## src/rtl/approx_arith_pipe.sv

```systemverilog
// Two-stage valid/ready approximate add/multiply unit with per-beat LSB truncation level,
// fixed-point multiply, and saturating or wrapping result range handling.
module approx_arith_pipe #(
   parameter int WIDTH        = 32,
   parameter int MUL_IN_WIDTH = 16,
   parameter int FRAC_BITS    = 8,
   parameter int TRUNC_STEP   = 4,
   parameter int NUM_LEVELS   = 4,
   parameter int SATURATE     = 1
) (
   input  logic                          clk,
   input  logic                          rst_n,
   input  logic                          in_valid,
   output logic                          in_ready,
   input  logic                          in_op,
   input  logic [$clog2(NUM_LEVELS)-1:0] in_level,
   input  logic [WIDTH-1:0]              in_a,
   input  logic [WIDTH-1:0]              in_b,
   output logic                          out_valid,
   input  logic                          out_ready,
   output logic [WIDTH-1:0]              out_data,
   output logic                          out_ovf,
   output logic [15:0]                   ovf_count
);

   localparam int LVL_W = $clog2(NUM_LEVELS);
   localparam int MW    = MUL_IN_WIDTH;
   // Wide enough for both the add carry and the full product, plus one guard bit
   localparam int RW    = ((WIDTH + 1) > (2 * MW)) ? (WIDTH + 2) : (2 * MW + 1);

   logic                    en_s;
   logic                    accept_s;
   logic [LVL_W-1:0]        lvl_s;
   logic [15:0]             t_s;
   logic [WIDTH-1:0]        add_mask_s;
   logic [MW-1:0]           mul_mask_s;
   logic [WIDTH-1:0]        a_trunc_s;
   logic [WIDTH-1:0]        b_trunc_s;

   logic                    v1_r;
   logic                    op1_r;
   logic [WIDTH-1:0]        a1_r;
   logic [WIDTH-1:0]        b1_r;

   logic [WIDTH:0]          sum_s;
   logic signed [2*MW-1:0]  ma_s;
   logic signed [2*MW-1:0]  mb_s;
   logic signed [2*MW-1:0]  prod_s;
   logic signed [2*MW-1:0]  prod_sh_s;
   logic [RW-1:0]           full_s;
   logic                    ovf_s;
   logic [WIDTH-1:0]        res_s;

   assign en_s     = ~out_valid | out_ready;
   assign in_ready = en_s;
   assign accept_s = in_valid & en_s;

   // Clamp the requested level and zero the truncated operand LSBs
   always_comb begin
      if (int'(in_level) >= NUM_LEVELS) begin
         lvl_s = LVL_W'(NUM_LEVELS - 1);
      end else begin
         lvl_s = in_level;
      end
      t_s = 16'(lvl_s) * 16'(TRUNC_STEP);
      for (int i = 0; i < WIDTH; i++) begin
         add_mask_s[i] = (i >= int'(t_s));
      end
      for (int i = 0; i < MW; i++) begin
         mul_mask_s[i] = (i >= int'(t_s));
      end
      if (in_op) begin
         a_trunc_s = WIDTH'(in_a[MW-1:0] & mul_mask_s);
         b_trunc_s = WIDTH'(in_b[MW-1:0] & mul_mask_s);
      end else begin
         a_trunc_s = in_a & add_mask_s;
         b_trunc_s = in_b & add_mask_s;
      end
   end

   // Stage 1: capture op and truncated operands of an accepted beat
   always_ff @(posedge clk or negedge rst_n) begin
      if (!rst_n) begin
         v1_r  <= 1'b0;
         op1_r <= 1'b0;
         a1_r  <= {WIDTH{1'b0}};
         b1_r  <= {WIDTH{1'b0}};
      end else if (en_s) begin
         v1_r <= accept_s;
         if (accept_s) begin
            op1_r <= in_op;
            a1_r  <= a_trunc_s;
            b1_r  <= b_trunc_s;
         end
      end
   end

   // Compute the exact result, detect range overflow, pick clamped or wrapped value
   always_comb begin
      sum_s     = {a1_r[WIDTH-1], a1_r} + {b1_r[WIDTH-1], b1_r};
      ma_s      = {{MW{a1_r[MW-1]}}, a1_r[MW-1:0]};
      mb_s      = {{MW{b1_r[MW-1]}}, b1_r[MW-1:0]};
      prod_s    = ma_s * mb_s;
      prod_sh_s = prod_s >>> FRAC_BITS;
      if (op1_r) begin
         full_s = {{(RW - 2*MW){prod_sh_s[2*MW-1]}}, prod_sh_s};
      end else begin
         full_s = {{(RW - WIDTH - 1){sum_s[WIDTH]}}, sum_s};
      end
      // In range exactly when every bit from the result sign upward agrees
      ovf_s = ~((&full_s[RW-1:WIDTH-1]) | ~(|full_s[RW-1:WIDTH-1]));
      if (ovf_s && (SATURATE != 0)) begin
         if (full_s[RW-1]) begin
            res_s = {1'b1, {(WIDTH-1){1'b0}}};
         end else begin
            res_s = {1'b0, {(WIDTH-1){1'b1}}};
         end
      end else begin
         res_s = full_s[WIDTH-1:0];
      end
   end

   // Stage 2: output register, held while the consumer stalls
   always_ff @(posedge clk or negedge rst_n) begin
      if (!rst_n) begin
         out_valid <= 1'b0;
         out_data  <= {WIDTH{1'b0}};
         out_ovf   <= 1'b0;
      end else if (en_s) begin
         out_valid <= v1_r;
         if (v1_r) begin
            out_data <= res_s;
            out_ovf  <= ovf_s;
         end
      end
   end

   // Count delivered overflowed results, sticking at all-ones
   always_ff @(posedge clk or negedge rst_n) begin
      if (!rst_n) begin
         ovf_count <= 16'h0000;
      end else if (out_valid && out_ready && out_ovf && (ovf_count != 16'hFFFF)) begin
         ovf_count <= ovf_count + 16'h0001;
      end
   end

endmodule

```

## config.mk

```make
export PLATFORM = sky130hd
export DESIGN_NAME = approx_arith_pipe
export DESIGN_NICKNAME = d
export VERILOG_FILES = /design/src/rtl/approx_arith_pipe.sv
export SDC_FILE = /design/constraint.sdc
export NUM_CORES = 1
export LEC_CHECK = 0
export BUFFER_PORTS_ARGS = -buffer_cell sky130_fd_sc_hd__buf_4
export CAP_MARGIN = 5
export CORE_UTILIZATION = 56
export CTS_CLUSTER_DIAMETER = 200
export DETAILED_ROUTE_END_ITERATION = 6
export PLACE_DENSITY = 0.8
export SLEW_MARGIN = 25
export SYNTH_ARGS = -nofsm -noshare
export SYNTH_HDL_FRONTEND = slang
export SYNTH_SLANG_ARGS = --single-unit
```

## constraint.sdc

```tcl
create_clock -name clk -period 15.3 [get_ports clk]
set_input_delay 1.53 -clock clk [delete_from_list [all_inputs] [get_ports clk]]
set_output_delay 1.53 -clock clk [all_outputs]
set_load 0.005 [all_outputs]
```

# == Word level (Yosys, flattened, before mapping) ==
# Index checks and enable logic that the tools add are counted.
# totals
regBits,116
in_bits,71
out_inout_bits,51
elab_cells,65
# op_classes
add_sub_neg,2
n_mul,1
n_lt_le_gt_ge,31
n_eq_ne,1
muxes,5
n_bitwise,10
n_reduce_logical,7
# op_table
operator,count
32-bit two-way mux,4
5-bit by 4-bit >= comparator with 1-bit output (first input constant),15
32-bit bitwise AND,2
34-bit two-way mux,1
32-bit by 32-bit adder with 33-bit output,1
16-bit bitwise AND,2
4-bit >= comparator (first input constant),8
16-bit by 16-bit multiplier with 32-bit output,1
16-bit by 1-bit adder with 16-bit output (second input constant),1
3-bit by 4-bit >= comparator with 1-bit output (first input constant),4
16-bit inequality test (second input constant),1
1-bit by 4-bit >= comparator with 1-bit output (first input constant),2
2-bit by 4-bit >= comparator with 1-bit output (first input constant),2
2-bit AND reduction,2
1-bit logical AND,3
1-bit inverter,3
3-bit AND reduction,1
3-bit OR reduction,1
1-bit bitwise OR,2
1-bit bitwise AND,1

# == Logic depth before layout (Yosys ltp) ==
# Gate-level depths: netlist of run 1.
# depth
ltp_word,6
ltp_mapped,26
mapped_depth_nobuf,24

# == Worst setup path before layout of run 1 ==
# OpenSTA, ideal clock, no wires.
# synth_timing
kind,reg-to-reg
from,reg a1_r[15]
to,reg out_data[18]
arrival_time_ps,6404
path_slack_ps,8775
stages_incl_launch_ff,23
n_path_buf,2
path_cell_list,dfrtp_1 > clkbuf_1 > clkbuf_1 > nand2_1 > inv_1 > fa_1 > fa_1 > fa_1 > fa_1 > fa_1 > inv_1 > fa_1 > inv_1 > ha_1 > a21oi_1 > o21ai_0 > or2_1 > o22ai_1 > a21oi_1 > a311o_1 > a21o_1 > a32o_1 > o22a_1
# synth_via
elab_chain_len,6
word_cells_on_any_way,9
# synth_lines
item,line_no,rtl
start: declaration,42,logic [WIDTH-1:0] a1_r;
start signal: assignment,86,a1_r <= {WIDTH{1'b0}};
start signal: assignment,92,a1_r <= a_trunc_s;
16-bit by 16-bit multiplier with 32-bit output / 32-bit by 32-bit adder with 33-bit output (equally long branches),"103, 100",
34-bit two-way mux (*),105,if (op1_r) begin
3-bit OR reduction,111,ovf_s = ~((&full_s[RW-1:WIDTH-1]) | ~(|full_s[RW-1:WIDTH-1]));
1-bit inverter,111,
1-bit bitwise OR,111,
32-bit two-way mux (*),112,if (ovf_s && (SATURATE != 0)) begin
end signal: assignment,127,out_data <= {WIDTH{1'b0}};
end signal: assignment,132,out_data <= res_s;
end: declaration,21,"output logic [WIDTH-1:0] out_data,"
# Every way passes the cells marked *; elsewhere a longest branch is shown, timed or not.
# A chain may end at the register's enable or synchronous reset.

# == Worst setup path in the final report of run 1 ==
# Same ends and word-level chain as after synthesis.

==> results of run 1 <==
logic make-up (layout without fill, tap and decap cells):
group,Yosys count,in the layout,synth area share
simple gates,539,539,0.1622
fa+ha+maj,375,375,0.4135
buf+inv,386,481,0.09067
mux,15,15,0.01049
compound gates,263,263,0.1064
flops,116,116,0.1802
xor+xnor,67,67,0.03644
final cells by class:
class	instances	share of cell area
clock buffers	17	0.02379
clock inverters	15	0.009587
inverters	323	0.06781
multi-input cells	1259	0.6571
flip-flops and latches	116	0.1624
well taps	378	0.02645
repair buffers	126	0.05290
cell usage in the layout (no fill, tap or decap), types with 8 or more instances in the layout:
cell type / instances
dfrtp_1: 116
nand2_1: 233
inv_1: 322
nor2b_1: 10
fa_1: 262
buf_4: 126
nand4_1: 10
a21oi_1: 61
a31oi_1: 9
nor2_1: 63
a21o_1: 15
a22oi_1: 11
mux2_2: 11
and2_1: 112
a211oi_1: 10
o221a_1: 8
ha_1: 113
xor2_1: 22
nor3_1: 11
nand2b_1: 49
nand3_1: 22
clkbuf_16: 17
xnor2_1: 45
o21ai_0: 83
worst max-delay path by stage:
stage | startpoint | slack [ns] | end
finish | a1_r[15] | 8.17 | out_data[18]
global route | a1_r[15] | 7.82 | out_data[18]
floorplan | a1_r[15] | 8.78 | out_data[18]
CTS | a1_r[15] | 8.24 | out_data[18]
global placement | a1_r[15] | 8.54 | out_data[18]
detailed placement | a1_r[15] | 8.29 | out_data[18]
sequential cells by signal, indices dropped and copies added, names as in the netlist:
register	flops
a1_r	32
b1_r	32
op1_r	1
out_data	32
out_ovf	1
out_valid	1
ovf_count	16
v1_r	1
layer usage:
layer  vias to the layer above  part of all wire  GRT usage
li1                       5703                 -          -
met5                         -                 0          0
met2                       448              0.49     0.4983
met4                         0             0.041     0.1320
met3                       125             0.066    0.05384
met1                      6293              0.40     0.3853
worst min-delay path, cell delays in order (launching register included):
cell and delay (ns):
dfrtp_1 0.35, nand2_1 0.05, o21ai_0 0.06
stage by stage:
step	instance area, sq um	utilization
floorplan	16100	-
global placement	17280	0.6170
detailed placement	17280	0.6170
CTS	17880	0.6383
global route	17880	0.6383
finish	17880	0.6383
==> flow_metrics.py, run 1 <==
metrics = {
    "outcome": {
        "status": "finished clean",
    },
    "synthesis": {
        "ys_types": 73,
        "synth_top_area_frac": 0.3257,
        "synth-edff-count": 0,
        "synth_common_cells": "inv_1, fa_1, nand2_1, dfrtp_1, ha_1",
        "yosysMostFrequentCell": "inv_1",
        "synth_seq_cells": 116,
        "ys_async_sr_fraction": 1.000,
        "synth_area_leaders": "fa_1, dfrtp_1, ha_1",
        "syn_inst": 1761,
        "yosys_warnings": 0,
        "yosysTopAreaCell": "fa_1",
        "synth_area_sq_um": 16100,
        "synth_nets": 2207,
        "ys_seq_area_frac": 0.1803,
        "avgSynthCellArea_sq_um": 9.145,
        "ys.flop_type": "dfrtp_1",
    },
    "detailed_routing": {
        "drtPass1Iterations": 5,
        "drt.antenna.violating_nets": 0,
        "num_vias": 12570,
        "vias_per_cell": 5.626,
        "drc": 0,
        "wirelength_mm": 40.68,
        "drtIter0Drc": 972,
        "wl_per_cell_um": 18.21,
    },
    "global_routing": {
        "grt_pass1_wl_mm": 67.54,
        "antenna_found_initial": 0,
        "grt_max_degree": 89,
        "grt_overflow": 0,
        "track_usage": 0.3003,
        "first_global_vias": 13390,
    },
    "floorplanning": {
        "rows": 61,
        "core_area_sq_um": 28010,
        "dieArea_sq_um": 29440,
        "io-pin-count": 122,
        "die_height_um": 171.6,
        "fp.dieW_um": 171.6,
        "start_util": 0.5749,
    },
    "worst_setup_path": {
        "path_class": "register to register",
        "worst-path-buf-inv": 3,
        "worst_path_max_delay_cell": "fa_1",
        "slowest_delay_ns": 0.92,
        "crit_chain": "nand2_1, inv_1, fa_1, fa_1, fa_1, fa_1, fa_1, inv_1, fa_1, inv_1, ha_1, a21oi_1, o21ai_0, or2_1, o22ai_1, a21oi_1, a311o_1, a21o_1, a32o_1, o22a_1",
        "cp.arrival_ns": 7.45,
        "path_depth": 20,
        "cp_common_cell": "fa_1",
        "r2r_slack_ns": 8.17,
        "r2r_start": "a1_r[15]",
        "crit_path_start_kind": "register",
        "r2r_cells": 20,
        "cp_max_fo": 20,
        "critPathTopFamily": "adder cells",
        "cp-end-kind": "register",
        "r2r_end": "out_data[18]",
        "cp.required_ns": 15.62,
    },
    "worst_hold_path": {
        "holdPathStages": 2,
        "hold_path.class": "register to register",
        "min-delay-start": "a1_r[23]",
        "holdPathEnd": "a1_r[23]",
    },
    "cts": {
        "clk_path_buf_depth": 2,
        "hold_buffers": 0,
        "clock_latency_ns": 0.45,
        "clk_pin_slew_ns": 0.06,
        "clockRootBuffer": "clkbuf_16",
        "cts_buffers": 17,
        "cts_tree": "done",
        "htreeDepth": 4,
        "cts_resized": 0,
        "cts_setup_buffers": 0,
        "cts_sinks": 116,
    },
    "sta": {
        "timing.fmax_mhz": 140.3,
        "worst-slew-pin-transition_ns": 0.9812,
        "drv_slew": 0,
        "finalHoldViolCount": 0,
        "setup_tns_ns": 0,
        "min_period_over_period": 0.4659,
        "finalClockSkew_ns": 0.02230,
        "setup_viol": 0,
        "relSlewSlack": 0.3459,
        "rsz0062_at_grt": "no",
        "min_period_ns": 7.128,
        "hold_ws_ns": 0.4864,
        "layout_setup_ws_ns": 8.172,
    },
    "cells_and_area": {
        "multiInputGateArea_sq_um": 11750,
        "register_area_sq_um": 2903,
        "fin_cells": 2234,
        "n_antenna_cell": 0,
        "drive_gt1_frac": 0.09914,
        "area_delta_synth_final_pct": 11.02,
        "nets": 2289,
        "n_fill_cell": 2283,
    },
    "place": {
        "post-place-ws_ns": 8.288,
        "portBuffers": 121,
        "dpl.cell_count": 2202,
        "place.gp.congestion": 0.9580,
        "dp_hpwl_mm": 31.53,
    },
    "job": {
        "drv_cap": 0,
    },
}
Power of run 1 is left out: the tool's default activity adds up to more than one toggle a clock period on the data nets, which glitch-free logic cannot reach.
==> inputs of run 2 (changes only) <==
--- a/config.mk
+++ b/config.mk
@@ -5,12 +5,13 @@
 export SDC_FILE = /design/constraint.sdc
 export NUM_CORES = 1
 export LEC_CHECK = 0
+export ABC_AREA = 1
 export BUFFER_PORTS_ARGS = -buffer_cell sky130_fd_sc_hd__buf_4
 export CAP_MARGIN = 5
 export CORE_UTILIZATION = 56
 export CTS_CLUSTER_DIAMETER = 200
 export DETAILED_ROUTE_END_ITERATION = 6
-export PLACE_DENSITY = 0.8
+export PLACE_DENSITY = 0.83
 export SLEW_MARGIN = 25
 export SYNTH_ARGS = -nofsm -noshare
 export SYNTH_HDL_FRONTEND = slang
==> constraint.sdc (replaced) <==
create_clock -name clk -period 5.8 [get_ports clk]
set_input_delay 0.58 -clock clk [delete_from_list [all_inputs] [get_ports clk]]
set_output_delay 0.58 -clock clk [all_outputs]
set_load 0.005 [all_outputs]
==> run 2 against run 1 <==
The run now ends with setup timing left. Register-to-register slack lost 8.3 ns. Design area grew 27%. Critical path depth grew 7. Routed wire length grew 40%. Synthesized cell count grew 42%. Count of clock-buffer cells in the layout grew 2. Critical path type unchanged. Critical endpoint is now out_data[5].
==> flow_metrics.py, run 2 <==
metrics = {
    "sta": {
        "rsz0062_at_grt": "yes",
        "min_period_ns": 5.966,
        "timing.fmax_mhz": 167.6,
        "finalClockSkew_ns": 0.01761,
        "min_period_over_period": 1.029,
        "finalHoldViolCount": 0,
        "drv_slew": 0,
        "relSlewSlack": 0.3806,
        "layout_setup_ws_ns": -0.1659,
        "setup_viol": 32,
        "worst-slew-pin-transition_ns": 0.9280,
    },
    "job": {
        "drv_cap": 0,
    },
    "cts": {
        "clock_latency_ns": 0.46,
        "cts_buffers": 17,
        "cts_tree": "done",
        "clockRootBuffer": "clkbuf_16",
        "clk_pin_slew_ns": 0.07,
        "clk_path_buf_depth": 2,
        "cts_sinks": 116,
        "htreeDepth": 4,
    },
    "detailed_routing": {
        "wirelength_mm": 56.96,
        "wl_per_cell_um": 17.79,
        "vias_per_cell": 5.407,
        "drtIter0Drc": 1470,
        "drt.antenna.violating_nets": 0,
        "drtPass1Iterations": 6,
        "num_vias": 17310,
        "drc": 0,
    },
    "synthesis": {
        "ys_seq_area_frac": 0.1598,
        "synth_area_sq_um": 18170,
        "ys.flop_type": "dfrtp_1",
        "yosys_warnings": 0,
        "synth_nets": 2951,
        "synth_top_area_frac": 0.2887,
        "syn_inst": 2505,
        "yosysMostFrequentCell": "nand2_1",
        "yosysTopAreaCell": "fa_1",
        "synth_seq_cells": 116,
        "synth_area_leaders": "fa_1, dfrtp_1, nand2_1",
        "ys_types": 38,
        "synth_common_cells": "nand2_1, inv_1, fa_1, nor2_1, dfrtp_1",
        "ys_async_sr_fraction": 1.000,
        "synth-edff-count": 0,
        "avgSynthCellArea_sq_um": 7.253,
    },
    "cells_and_area": {
        "n_antenna_cell": 0,
        "finalCoreUtilization": 0.7167,
        "layout_commonest_cell": "nand2_1",
        "fin_cells": 3202,
        "top_regs": "a1_r (32), b1_r (32), out_data (32)",
        "drive_gt1_frac": 0.2386,
        "area_delta_synth_final_pct": 25.12,
        "nets": 3233,
        "n_fill_cell": 2377,
        "final_cell_mix": "nand2_1, inv_1, buf_4",
    },
    "worst_setup_path": {
        "cp-end-kind": "register",
        "cp.arrival_ns": 6.30,
        "cp_max_fo": 7,
        "cp.required_ns": 6.14,
        "path_class": "register to register",
        "crit_path_start_kind": "register",
    },
    "floorplanning": {
        "die_height_um": 182.1,
        "core_area_sq_um": 31720,
        "fp.dieW_um": 182.1,
        "start_util": 0.5728,
        "dieArea_sq_um": 33170,
        "rows": 65,
        "io-pin-count": 122,
    },
    "global_routing": {
        "grt_pass1_wl_mm": 88.58,
        "first_global_vias": 17510,
        "grt_max_degree": 73,
        "grt_overflow": 0,
        "antenna_found_initial": 0,
        "track_usage": 0.3457,
    },
    "place": {
        "portBuffers": 121,
        "dpl.cell_count": 3126,
        "dp_hpwl_mm": 43.84,
        "place.gp.congestion": 0.9558,
        "post-place-ws_ns": -0.3719,
    },
    "outcome": {
        "status": "finished, violations left",
        "violations": "setup timing",
    },
    "worst_hold_path": {
        "hold_path.class": "primary input to async pin",
    },
}
## run 2: changes by cell type in the layout (fill, tap and decap cells not counted), sizes merged, moves of 25 or more
cell    delta
nor2      +73
buf      +225
or2       +25
inv      +304
nand3     +88
nand2    +520
a22o      +31
nand2b    -49
xnor2     -37
and2     -111
## run 2: cell type report
cell class	count	area (sq um)	area share
clock buffer	19	452.9	0.01993
clock inverter	13	122.6	0.005394
inverter	629	2361	0.1039
multi-input combinational	1670	13340	0.5867
sequential	116	2920	0.1285
tap	402	503.0	0.02213
timing repair buffer	353	3035	0.1335
## run 2: logic make-up after synthesis
logic type	Yosys count	share of synthesized area
and+or+nand+nor	1078	0.2486
adders and majority gates	375	0.3665
DFF	116	0.1598
buffers and inverters	719	0.1516
AOI/OAI and AO/OA	196	0.06336
xor gates and xnor gates	21	0.01012
## run 2: critical path, stage by stage, from the launching register on
cell and delay [ns]:
dfrtp_2 0.48, buf_12 0.17, nand2_2 0.07, inv_2 0.04, fa_1 0.49, inv_1 0.06
fa_1 0.50, fa_2 0.57, inv_2 0.04, fa_1 0.52, fa_1 0.59, inv_2 0.06
fa_1 0.52, inv_2 0.05, ha_4 0.27, nand2_4 0.06, nor2_4 0.11, nor3b_4 0.21
nand2_1 0.09, nand2_2 0.11, nand2_2 0.09, nand3_2 0.10, nand3_4 0.11, nand3_4 0.16
buf_6 0.17, nand3_1 0.08, nand2_1 0.08, inv_1 0.05
## run 2: final timing paths
kind | start | end | slack (ns) | cells past startpoint
max | b1_r[4] | out_data[5] | -0.17 | 27
min | rst_n | v1_r | 0.15 | 1
max reg2reg | b1_r[4] | out_data[5] | -0.17 | 27
min reg2reg | ovf_count[14] | ovf_count[14] | 0.50 | 1
max in group asynchronous | rst_n | a1_r[9] | 4.55 | 3
min in group clk | in_b[12] | b1_r[12] | 0.33 | 3
## run 2: per-stage QoR
step | area [sq um] | hold slack [ns] | TNS [ns]
2_1_floorplan | 18180 | 0.2844 | 0
3_3_place_gp | 20790 | 0.4885 | -13.27
3_5_place_dp | 20820 | 0.4930 | -11.25
4_1_cts | 22120 | 0.1501 | -0.3936
5_1_grt | 22730 | 0.1901 | -10.15
6_report | 22730 | 0.1517 | -3.331
## run 2: layer usage
metal  vias to the layer above  part of all wire  track usage
met5                         -                 0            0
met2                       830              0.50       0.5968
met3                       243             0.072      0.05049
met1                      8286              0.38       0.4284
met4                         0             0.052       0.1613
li1                       7955                 -            -
## run 2: what timing repair did
action,in CTS,in global routing
buffers inserted,29,15
setup endpoints to repair,33,33
hold buffers,0,0
pin swaps,52,78
resized for setup,105,156
cloned,2,1
Power of run 2 is left out for the same reason.
==> inputs of run 3 (changes only) <==
--- a/config.mk
+++ b/config.mk
@@ -8,10 +8,12 @@
 export ABC_AREA = 1
 export BUFFER_PORTS_ARGS = -buffer_cell sky130_fd_sc_hd__buf_4
 export CAP_MARGIN = 5
+export CORE_MARGIN = 3
 export CORE_UTILIZATION = 56
 export CTS_CLUSTER_DIAMETER = 200
 export DETAILED_ROUTE_END_ITERATION = 6
 export PLACE_DENSITY = 0.83
+export SETUP_SLACK_MARGIN = 0.3
 export SLEW_MARGIN = 25
 export SYNTH_ARGS = -nofsm -noshare
 export SYNTH_HDL_FRONTEND = slang
==> run 3 against run 2 <==
The run still ends with setup timing left. Count of clock-buffer cells in the layout up 1. Design area up 1.3%. Worst hold slack better by 0.015 ns. First-iteration DRC count up 0.54%.
==> flow_metrics.py, run 3 (synthesized netlist as in run 2, its figures left out) <==
metrics = {
    "outcome": {
        "status": "finished, violations left",
        "violations": "setup timing",
    },
    "cts": {
        "clk_path_buf_depth": 2,
        "cts_tree": "done",
        "cts_buffers": 17,
        "htreeDepth": 4,
        "clk_pin_slew_ns": 0.06,
        "clockRootBuffer": "clkbuf_16",
        "cts_sinks": 116,
        "clock_latency_ns": 0.45,
        "hold_buffers": 0,
    },
    "worst_setup_path": {
        "r2r_start": "b1_r[5]",
        "r2r_end": "out_data[8]",
        "cp-end-kind": "register",
        "r2r_cells": 29,
        "cp_max_fo": 8,
        "crit_path_start_kind": "register",
        "cp_common_cell": "nand2_2",
        "cp.arrival_ns": 6.36,
        "r2r_slack_ns": -0.17,
        "path_class": "register to register",
        "cp.required_ns": 6.18,
        "worst_path_max_delay_cell": "fa_2",
        "slowest_delay_ns": 0.58,
    },
    "floorplanning": {
        "core_area_sq_um": 31800,
        "fp.dieW_um": 186.1,
        "dieArea_sq_um": 34640,
        "rows": 65,
        "start_util": 0.5714,
        "io-pin-count": 122,
        "die_height_um": 186.1,
    },
    "cells_and_area": {
        "nets": 3234,
        "layout_commonest_cell": "nand2_1",
        "final_cell_mix": "nand2_1, inv_1, buf_4",
        "fin_cells": 3235,
        "top_regs": "a1_r (32), b1_r (32), out_data (32)",
        "drive_gt1_frac": 0.2396,
        "area_delta_synth_final_pct": 26.76,
        "n_antenna_cell": 0,
        "final_area_sq_um": 23030,
    },
    "sta": {
        "hold_ws_ns": 0.1670,
        "setup_viol": 32,
        "finalClockSkew_ns": 0.01649,
        "timing.fmax_mhz": 167.4,
        "min_period_over_period": 1.030,
        "rsz0062_at_grt": "yes",
        "drv_slew": 0,
        "finalHoldViolCount": 0,
        "relSlewSlack": 0.3739,
        "layout_setup_ws_ns": -0.1735,
        "worst-slew-pin-transition_ns": 0.9392,
        "min_period_ns": 5.974,
    },
    "detailed_routing": {
        "drtIter0Drc": 1478,
        "drtPass1Iterations": 6,
        "num_vias": 17660,
        "drt.antenna.violating_nets": 0,
        "drc": 0,
        "wl_per_cell_um": 18.36,
        "vias_per_cell": 5.459,
        "wirelength_mm": 59.41,
    },
    "place": {
        "place.gp.congestion": 0.9427,
        "dpl.cell_count": 3133,
        "portBuffers": 121,
        "post-place-ws_ns": -0.2239,
        "dpl_cell_area_sq_um": 20770,
        "dp_hpwl_mm": 43.65,
    },
    "global_routing": {
        "grt_max_degree": 74,
        "track_usage": 0.3423,
        "first_global_vias": 18370,
        "grt_pass1_wl_mm": 91.83,
        "antenna_found_initial": 0,
        "grt_overflow": 0,
    },
    "worst_hold_path": {
        "hold_path.class": "primary input to async pin",
    },
    "job": {
        "drv_cap": 0,
    },
}
==> run 3: cell type report <==
cell class	count	area, sq um
clock buffers	20	446.7
clock inverters	11	176.4
flip-flops and latches	116	2928
repair buffers	354	3092
inverters	629	2366
fillers	2268	8768
well taps	435	544.3
multi-input cells	1670	13480
==> run 3: how the worst max path moves through the flow <==
stage	startpoint	end	slack, ns
finish	b1_r[5]	out_data[8]	-0.17
global route	b1_r[5]	out_data[8]	-0.34
CTS	a1_r[15]	out_data[13]	0.01
detailed placement	a1_r[12]	out_data[14]	-0.22
global placement	a1_r[13]	out_data[17]	-0.16
floorplan	a1_r[15]	out_data[2]	0.24
==> run 3: per-layer routing <==
layer | up-vias | global-route usage | wire length [um]
li1 | 7948 | - | -
met1 | 8563 | 0.4028 | 21470
met2 | 890 | 0.5948 | 29690
met3 | 260 | 0.06645 | 4619
met4 | 0 | 0.1829 | 3625
met5 | - | 0 | 0
==> run 3: metrics by stage <==
step	utilization	TNS, ns
4_1_cts	0.6990	0
3_5_place_dp	0.6531	-6.030
2_1_floorplan	-	0
3_3_place_gp	0.6516	-3.091
6_report	0.7243	-4.013
5_1_grt	0.7243	-9.591
==> run 3: repair_timing <==
item / 4_1_cts / 5_1_grt
setup buffers: 44 / 24
pin swaps: 44 / 72
cloned: 1 / 2
endpoints found under the setup margin: 33 / 33
gates resized for setup: 132 / 150
==> run 3: worst max-delay path, delay by kind of cell (launching register included) <==
family	cells	cell delay (ns)
and+or+nand+nor	13	1.23
buffers and inverters	9	0.82
adders and majority gates	7	3.30
DFF	1	0.54
Power of run 3 is left out for the same reason.
